==> src/rtl/xop_fetch.sv <==
// xop_fetch: initiator side of the operand-read channel. Pulls remote operands
// into the local X buffer and re-queues fetches that time out.
module xop_fetch #(
    parameter int DATA_WIDTH = 16,
    parameter int ADDR_WIDTH = 8,
    parameter int EU_IDX_W   = 2,
    parameter int EU_IDX     = 0,
    parameter int QDEPTH     = 4,
    parameter int TIMEOUT    = 15
) (
    input  logic                  clk,
    input  logic                  reset_n,
    input  logic                  req_valid,
    output logic                  req_ready,
    input  logic [ADDR_WIDTH-1:0] req_addr,
    output logic [ADDR_WIDTH-1:0] icon_raddr,
    output logic                  icon_rready,
    input  logic                  icon_rvalid,
    input  logic [DATA_WIDTH-1:0] icon_rdata,
    output logic                  xw_valid,
    input  logic                  xw_ready,
    output logic [ADDR_WIDTH-1:0] xw_addr,
    output logic [DATA_WIDTH-1:0] xw_data,
    output logic                  req_local_err,
    output logic                  busy
);
    // state   | meaning
    // IDLE    | waiting; pops the FIFO head when an entry is queued
    // FETCH   | icon_rready high, waiting for remote data or timeout
    // DELIVER | xw_valid high, holding the captured operand for the X buffer
    typedef enum logic [1:0] {IDLE = 2'd0, FETCH = 2'd1, DELIVER = 2'd2} state_t;

    localparam int PTR_W = (QDEPTH > 1) ? $clog2(QDEPTH) : 1;
    localparam int CNT_W = $clog2(QDEPTH + 1);
    localparam int TMR_W = (TIMEOUT > 1) ? $clog2(TIMEOUT) : 1;
    localparam logic [CNT_W-1:0]    CNT_FULL  = CNT_W'(QDEPTH);
    localparam logic [CNT_W-1:0]    CNT_RSV   = CNT_W'(QDEPTH - 1);
    localparam logic [TMR_W-1:0]    TMR_LAST  = TMR_W'(TIMEOUT - 1);
    localparam logic [TMR_W-1:0]    TMR_ONE   = TMR_W'(1);
    localparam logic [PTR_W-1:0]    PTR_ONE   = PTR_W'(1);
    localparam logic [EU_IDX_W-1:0] LOCAL_IDX = EU_IDX_W'(EU_IDX);

    state_t state, state_nxt;

    logic [ADDR_WIDTH-1:0] fifo_mem [QDEPTH];
    logic [PTR_W-1:0]      wptr, rptr, new_slot;
    logic [CNT_W-1:0]      count;
    logic [TMR_W-1:0]      timer;
    logic [ADDR_WIDTH-1:0] cur_addr;
    logic [DATA_WIDTH-1:0] cur_data;
    logic                  local_err_q;
    logic                  is_local, accept, push_new, push_retry, pop, timer_expired;

    always_comb begin
        is_local      = (req_addr[ADDR_WIDTH-1 -: EU_IDX_W] == LOCAL_IDX);
        accept        = req_valid && req_ready;
        push_new      = accept && !is_local;
        timer_expired = (timer == TMR_LAST);
        push_retry    = (state == FETCH) && !icon_rvalid && timer_expired;
        pop           = (state == IDLE) && (count != '0);
        // a retry and a new request in the same cycle land in consecutive slots, retry first
        new_slot      = push_retry ? (wptr + PTR_ONE) : wptr;
    end

    always_ff @(posedge clk) begin
        if (push_retry) fifo_mem[wptr] <= cur_addr;
        if (push_new)   fifo_mem[new_slot] <= req_addr;
    end

    always_ff @(posedge clk) begin
        if (!reset_n) begin
            wptr        <= '0;
            rptr        <= '0;
            count       <= '0;
            timer       <= '0;
            cur_addr    <= '0;
            cur_data    <= '0;
            local_err_q <= 1'b0;
        end else begin
            if (pop) begin
                cur_addr <= fifo_mem[rptr];
                rptr     <= rptr + PTR_ONE;
            end
            wptr  <= wptr + PTR_W'(push_retry) + PTR_W'(push_new);
            count <= count + CNT_W'(push_retry) + CNT_W'(push_new) - CNT_W'(pop);
            if ((state == FETCH) && !icon_rvalid && !timer_expired)
                timer <= timer + TMR_ONE;
            else
                timer <= '0;
            if ((state == FETCH) && icon_rvalid)
                cur_data <= icon_rdata;
            local_err_q <= accept && is_local;
        end
    end

    always_ff @(posedge clk) begin
        if (!reset_n) state <= IDLE;
        else          state <= state_nxt;
    end

    always_comb begin
        state_nxt = state;
        case (state)
            IDLE:    if (count != '0) state_nxt = FETCH;
            // data arriving in the last timeout cycle wins over the retry
            FETCH:   if (icon_rvalid)        state_nxt = DELIVER;
                     else if (timer_expired) state_nxt = IDLE;
            DELIVER: if (xw_ready) state_nxt = IDLE;
            default: state_nxt = IDLE;
        endcase
    end

    always_comb begin
        req_ready     = (state == IDLE) ? (count < CNT_FULL) : (count < CNT_RSV);
        icon_rready   = (state == FETCH);
        icon_raddr    = cur_addr;
        xw_valid      = (state == DELIVER);
        xw_addr       = cur_addr;
        xw_data       = cur_data;
        req_local_err = local_err_q;
        busy          = (state != IDLE) || (count != '0);
    end
endmodule
==> config.mk <==
export PLATFORM = sky130hd
export DESIGN_NAME = xop_fetch
export DESIGN_NICKNAME = d
export VERILOG_FILES = /design/src/rtl/xop_fetch.sv
export SDC_FILE = /design/constraint.sdc
export NUM_CORES = 1
export LEC_CHECK = 0
export ABC_AREA = 0
export BUFFER_PORTS_ARGS = -buffer_cell sky130_fd_sc_hd__buf_4
export CORE_ASPECT_RATIO = 0.8
export CORE_MARGIN = 2
export CORE_UTILIZATION = 50
export CTS_CLUSTER_SIZE = 30
export DETAILED_ROUTE_END_ITERATION = 10
export GPL_ROUTABILITY_DRIVEN = 0
export HOLD_SLACK_MARGIN = 0.06
export PLACE_DENSITY = 0.76
export SLEW_MARGIN = 20
export SYNTH_ARGS = -nofsm -noshare
export SYNTH_HDL_FRONTEND = slang
export SYNTH_SLANG_ARGS = --single-unit
==> constraint.sdc <==
create_clock -name clk -period 3.11 [get_ports clk]
set_clock_uncertainty 0.1 [all_clocks]
set_input_delay 0.311 -clock clk [delete_from_list [all_inputs] [get_ports clk]]
set_output_delay 0.311 -clock clk [all_outputs]
set_load 0.01 [all_outputs]
==> impl_results.html <==
<table>
<tr><th>Metric</th><th>Value</th></tr>
<tr><th colspan="2">Critical path</th></tr>
<tr><td>Crit path largest cell delay</td><td>0.53 ns</td></tr>
<tr><td>Sort of element at the end of the critical path</td><td>flop</td></tr>
<tr><td>Most frequent cell on the critical path</td><td>sky130_fd_sc_hd__fa_1</td></tr>
<tr><td>Cells along the critical path</td><td>dlygate4sd3_1 -&gt; buf_4 -&gt; o21ai_0 -&gt; a311oi_4 -&gt; inv_2 -&gt; ha_1 -&gt; inv_1 -&gt; fa_1 -&gt; fa_1 -&gt; xnor2_1 -&gt; nor2_1</td></tr>
<tr><td>Largest fanout on the critical path</td><td>6</td></tr>
<tr><td>Buffers plus inverters on the worst setup path</td><td>4</td></tr>
<tr><td>Data arrival time of the critical path</td><td>2.83 ns</td></tr>
<tr><td>Startpoint kind of the worst setup timing path</td><td>primary input</td></tr>
<tr><td>Worst path required time</td><td>3.21 ns</td></tr>
<tr><td>Cell with the largest stage delay on the worst path</td><td>sky130_fd_sc_hd__dlygate4sd3_1</td></tr>
<tr><td>Startpoint of the worst setup timing path</td><td>req_addr[7]</td></tr>
<tr><td>Top cell family by delay on the critical path</td><td>adder cells</td></tr>
<tr><td>Beginning of the worst register-to-register path</td><td>count[2]</td></tr>
<tr><td>Kind of critical path</td><td>in2reg</td></tr>
<tr><th colspan="2">Die</th></tr>
<tr><td>Die Ht</td><td>76.4 µm</td></tr>
<tr><td>Horizontal die dimension</td><td>94.4 µm</td></tr>
<tr><td>Die Area</td><td>0.00721 mm²</td></tr>
<tr><td>Initial standard-cell utilization of the core</td><td>0.516</td></tr>
<tr><td>Core Footprint</td><td>0.00634 mm²</td></tr>
<tr><td>Number of rows created at floorplan</td><td>26</td></tr>
<tr><td>Top Ports</td><td>66</td></tr>
<tr><th colspan="2">Route</th></tr>
<tr><td>Average detailed-routed wire length per instance</td><td>15.7 µm</td></tr>
<tr><td>Wire length reported by the detailed router</td><td>6.89 mm</td></tr>
<tr><td>Drt first-iter violations</td><td>176</td></tr>
<tr><td>Number of vias per cell</td><td>5.21</td></tr>
<tr><td>Drc violations</td><td>0</td></tr>
<tr><td>Final antenna-violating net count</td><td>0</td></tr>
<tr><td>Number of detailed-route iterations in the first pass</td><td>5</td></tr>
<tr><td>Total vias in the final route</td><td>2289</td></tr>
<tr><th colspan="2">Yosys</th></tr>
<tr><td>Top area cells in the synthesized netlist</td><td>sky130_fd_sc_hd__edfxtp_1 29%, sky130_fd_sc_hd__dfxtp_1 23%, sky130_fd_sc_hd__mux2_2 11%, sky130_fd_sc_hd__nand2_1 6.8%, sky130_fd_sc_hd__mux4_2 5.5%</td></tr>
<tr><td>Yosys warning count</td><td>0</td></tr>
<tr><td>Post-Synthesis Mean Instance Area</td><td>11.5 µm²</td></tr>
<tr><td>Sequential cell area fraction in the yosys report</td><td>0.526</td></tr>
<tr><td>Cell Area, Synth</td><td>0.00327 mm²</td></tr>
<tr><td>Netlist cell types</td><td>38</td></tr>
<tr><td>Number of instances in the synthesized netlist</td><td>285</td></tr>
<tr><td>Largest area contributor in the netlist</td><td>sky130_fd_sc_hd__edfxtp_1</td></tr>
<tr><td>Net count after synthesis</td><td>325</td></tr>
<tr><td>Synth Register Bits</td><td>70</td></tr>
<tr><td>Portion of synthesized cell area occupied by the leading cell type</td><td>0.294</td></tr>
<tr><th colspan="2">Global routing</th></tr>
<tr><td>Wire length of the first global-routing pass</td><td>11.0 mm</td></tr>
<tr><td>Grt total ovfl</td><td>0</td></tr>
<tr><td>Number of global-route vias before repair</td><td>2256</td></tr>
<tr><td>Global router's overall resource usage</td><td>0.204</td></tr>
<tr><td>Antenna violations before repair</td><td>0</td></tr>
<tr><td>Pin count of the biggest net entering global routing</td><td>32</td></tr>
<tr><th colspan="2">STA</th></tr>
<tr><td>Final critical path time including I/O delays and setup</td><td>2.74 ns</td></tr>
<tr><td>Period utilization</td><td>0.880</td></tr>
<tr><td>Worst slew margin relative to its limit</td><td>0.311</td></tr>
<tr><td>Fmax</td><td>365 MHz</td></tr>
<tr><td>RSZ-0062 raised after global routing</td><td>false</td></tr>
<tr><td>Fin. max-slew vios</td><td>0</td></tr>
<tr><td>Endpoints failing hold</td><td>0</td></tr>
<tr><td>Slew of the pin with the lowest slew margin</td><td>1.03 ns</td></tr>
<tr><td>Minimum setup slack in the final design</td><td>0.373 ns</td></tr>
<tr><td>Total negative setup slack</td><td>0 ns</td></tr>
<tr><td># setup viols final</td><td>0</td></tr>
<tr><th colspan="2">Pwr</th></tr>
<tr><td>Worst ir drop on vdd</td><td>0.000331 V</td></tr>
<tr><td>Net switching component of the power</td><td>0.00107 W</td></tr>
<tr><td>Pint</td><td>0.00213 W</td></tr>
<tr><td>Part of the total power dissipated in the clock network</td><td>0.229</td></tr>
<tr><td>Proportion of power drawn by combinational gates</td><td>0.348</td></tr>
<tr><td>Share of total power consumed by net switching</td><td>0.334</td></tr>
<tr><td>Total leakage power</td><td>1.63 nW</td></tr>
<tr><td>Power per cell area</td><td>794 mW/mm²</td></tr>
<tr><td>Power share of the sequential group</td><td>0.423</td></tr>
<tr><th colspan="2">Job</th></tr>
<tr><td>Number of violations of the max-capacitance limit</td><td>0</td></tr>
<tr><th colspan="2">CTS</th></tr>
<tr><td>Maximum buffer depth of the clock tree</td><td>2</td></tr>
<tr><td>CTS tree</td><td>built</td></tr>
<tr><td># clock sinks</td><td>70</td></tr>
<tr><td>Clock slew seen by the registers of the worst setup and hold paths</td><td>0.08 ns</td></tr>
<tr><td>Number of buffers added by the clock tree synthesis step</td><td>9</td></tr>
<tr><td>Htree depth</td><td>3</td></tr>
<tr><td>Post-CTS resize count</td><td>0</td></tr>
<tr><td>Clock root buffer</td><td>sky130_fd_sc_hd__clkbuf_8</td></tr>
<tr><td>Total setup buffers inserted after CTS</td><td>0</td></tr>
<tr><td>Insertion delay of the later-clocked pin in the worst-skew pair</td><td>0.35 ns</td></tr>
<tr><th colspan="2">Finish</th></tr>
<tr><td>Antenna diode count</td><td>0</td></tr>
<tr><td>Share of cells above drive strength 1</td><td>0.377</td></tr>
<tr><td>Most used cells in the layout excluding fill and tap cells</td><td>71 x sky130_fd_sc_hd__buf_4, 59 x sky130_fd_sc_hd__nand2_1, 38 x sky130_fd_sc_hd__dfxtp_1</td></tr>
<tr><td>Layout-stage area growth over the synthesis result</td><td>23.0%</td></tr>
<tr><td>Commonest non-fill, non-tap cell in the layout</td><td>sky130_fd_sc_hd__buf_4</td></tr>
<tr><td># nets final</td><td>390</td></tr>
<tr><th colspan="2">Min path</th></tr>
<tr><td>Min-Delay Path Class</td><td>in2reg</td></tr>
<tr><td>Launch point of the worst hold path</td><td>icon_rdata[15]</td></tr>
<tr><th colspan="2">Place</th></tr>
<tr><td>Detailed Place HPWL</td><td>4.79 mm</td></tr>
<tr><td>Placement-stage worst setup slack</td><td>0.423 ns</td></tr>
<tr><td># port buffers</td><td>65</td></tr>
<tr><th colspan="2">Run status</th></tr>
<tr><td>Outcome</td><td>completed</td></tr>
</table>
## through the flow
step	area (µm²)	utilization	total power (W)	hold slack [ns]	std cells
after CTS	4030	0.635	0.00322	0.0875	439
after detailed placement	3810	0.600	0.00248	0.349	421
final	4030	0.635	0.00320	0.0953	439
after global routing	4030	0.635	0.00338	0.0965	439
after global placement	3810	0.600	0.00244	0.344	421
after floorplan	3270	-	0.00210	0.286	285
## routing by layer
| layer | routed length, µm | GRT usage |
|---|---|---|
| met1 | 3120 | 0.272 |
| met2 | 3370 | 0.318 |
| met3 | 278 | 0.0534 |
| met4 | 114 | 0.0797 |
| met5 | 0 | 0 |
## cell usage after synthesis, drive strengths merged
master	instances
nand3	4
nand4b	1
nor4	1
mux4	8
a211oi	4
ha	8
a21o	1
o21ai	4
xnor2	4
and2b	1
and3	1
nor3	1
buf	11
a31oi	1
nor2b	2
edfxtp	32
xor2	2
nor4b	1
nor3b	1
fa	3
mux2	32
a311oi	1
nand2	59
a211o	1
clkbuf	8
inv	10
or2	1
and4	2
dfxtp	38
nor2	11
a21oi	25
and2	5
or3	1
## sequential cells by signal, indices dropped and copies added (netlist names)
signal	cells
fifo_mem	32
count	3
icon_raddr	8
state	2
req_local_err	1
rptr	2
xw_data	16
timer	4
wptr	2
## power by group through the flow
stage | clock network [W] | registers [W] | logic [W]
final | 0.000733 | 0.00135 | 0.00111
after global routing | 0.000788 | 0.00138 | 0.00121
after CTS | 0.000750 | 0.00135 | 0.00112
after detailed placement | 0 | 0.00137 | 0.00111
after global placement | 0 | 0.00136 | 0.00108
after floorplan | 0 | 0.00132 | 0.000776
## path summary, 6_finish.rpt
path / to / slack [ns] / depth (start not counted)
min: xw_data[15] / 0.1 / 3
max reg2reg: count[2] / 0.43 / 10
max: count[2] / 0.37 / 11
min reg2reg: xw_data[3] / 0.36 / 2
## cell families after synthesis
| logic type | count (synthesis) | synth area share |
|---|---|---|
| AND/OR/NAND/NOR | 92 | 0.125 |
| buffers and inverters | 29 | 0.0432 |
| flip-flops | 70 | 0.526 |
| AO/OA/AOI/OAI | 37 | 0.0753 |
| multiplexers | 40 | 0.165 |
| adder cells (fa/ha/maj) | 11 | 0.0490 |
| XOR/XNOR | 6 | 0.0161 |
## timing repair
action | in CTS | in global routing
endpoints found under the hold margin | 1 | 0
setup endpoints to repair | 0 | 0
hold buffers | 2 | 0
## worst reg2reg max path: cells and delay by family (launching register included)
family | cells | cell delay (ns)
fa+ha+maj | 4 | 1.26
flops | 1 | 0.44
compound gates | 1 | 0.30
buf+inv | 3 | 0.21
xor+xnor | 1 | 0.16
simple gates | 1 | 0.06
## final cells by class
class / instances / area, µm²
fill: 502 / 2320
sequential: 70 / 1720
multi-input combinational: 186 / 1410
timing repair buffer: 73 / 553
clock buffer: 10 / 128
tap: 84 / 105
clock inverter: 6 / 71.3
inverter: 10 / 37.5
(Power assumes the default switching activity.)
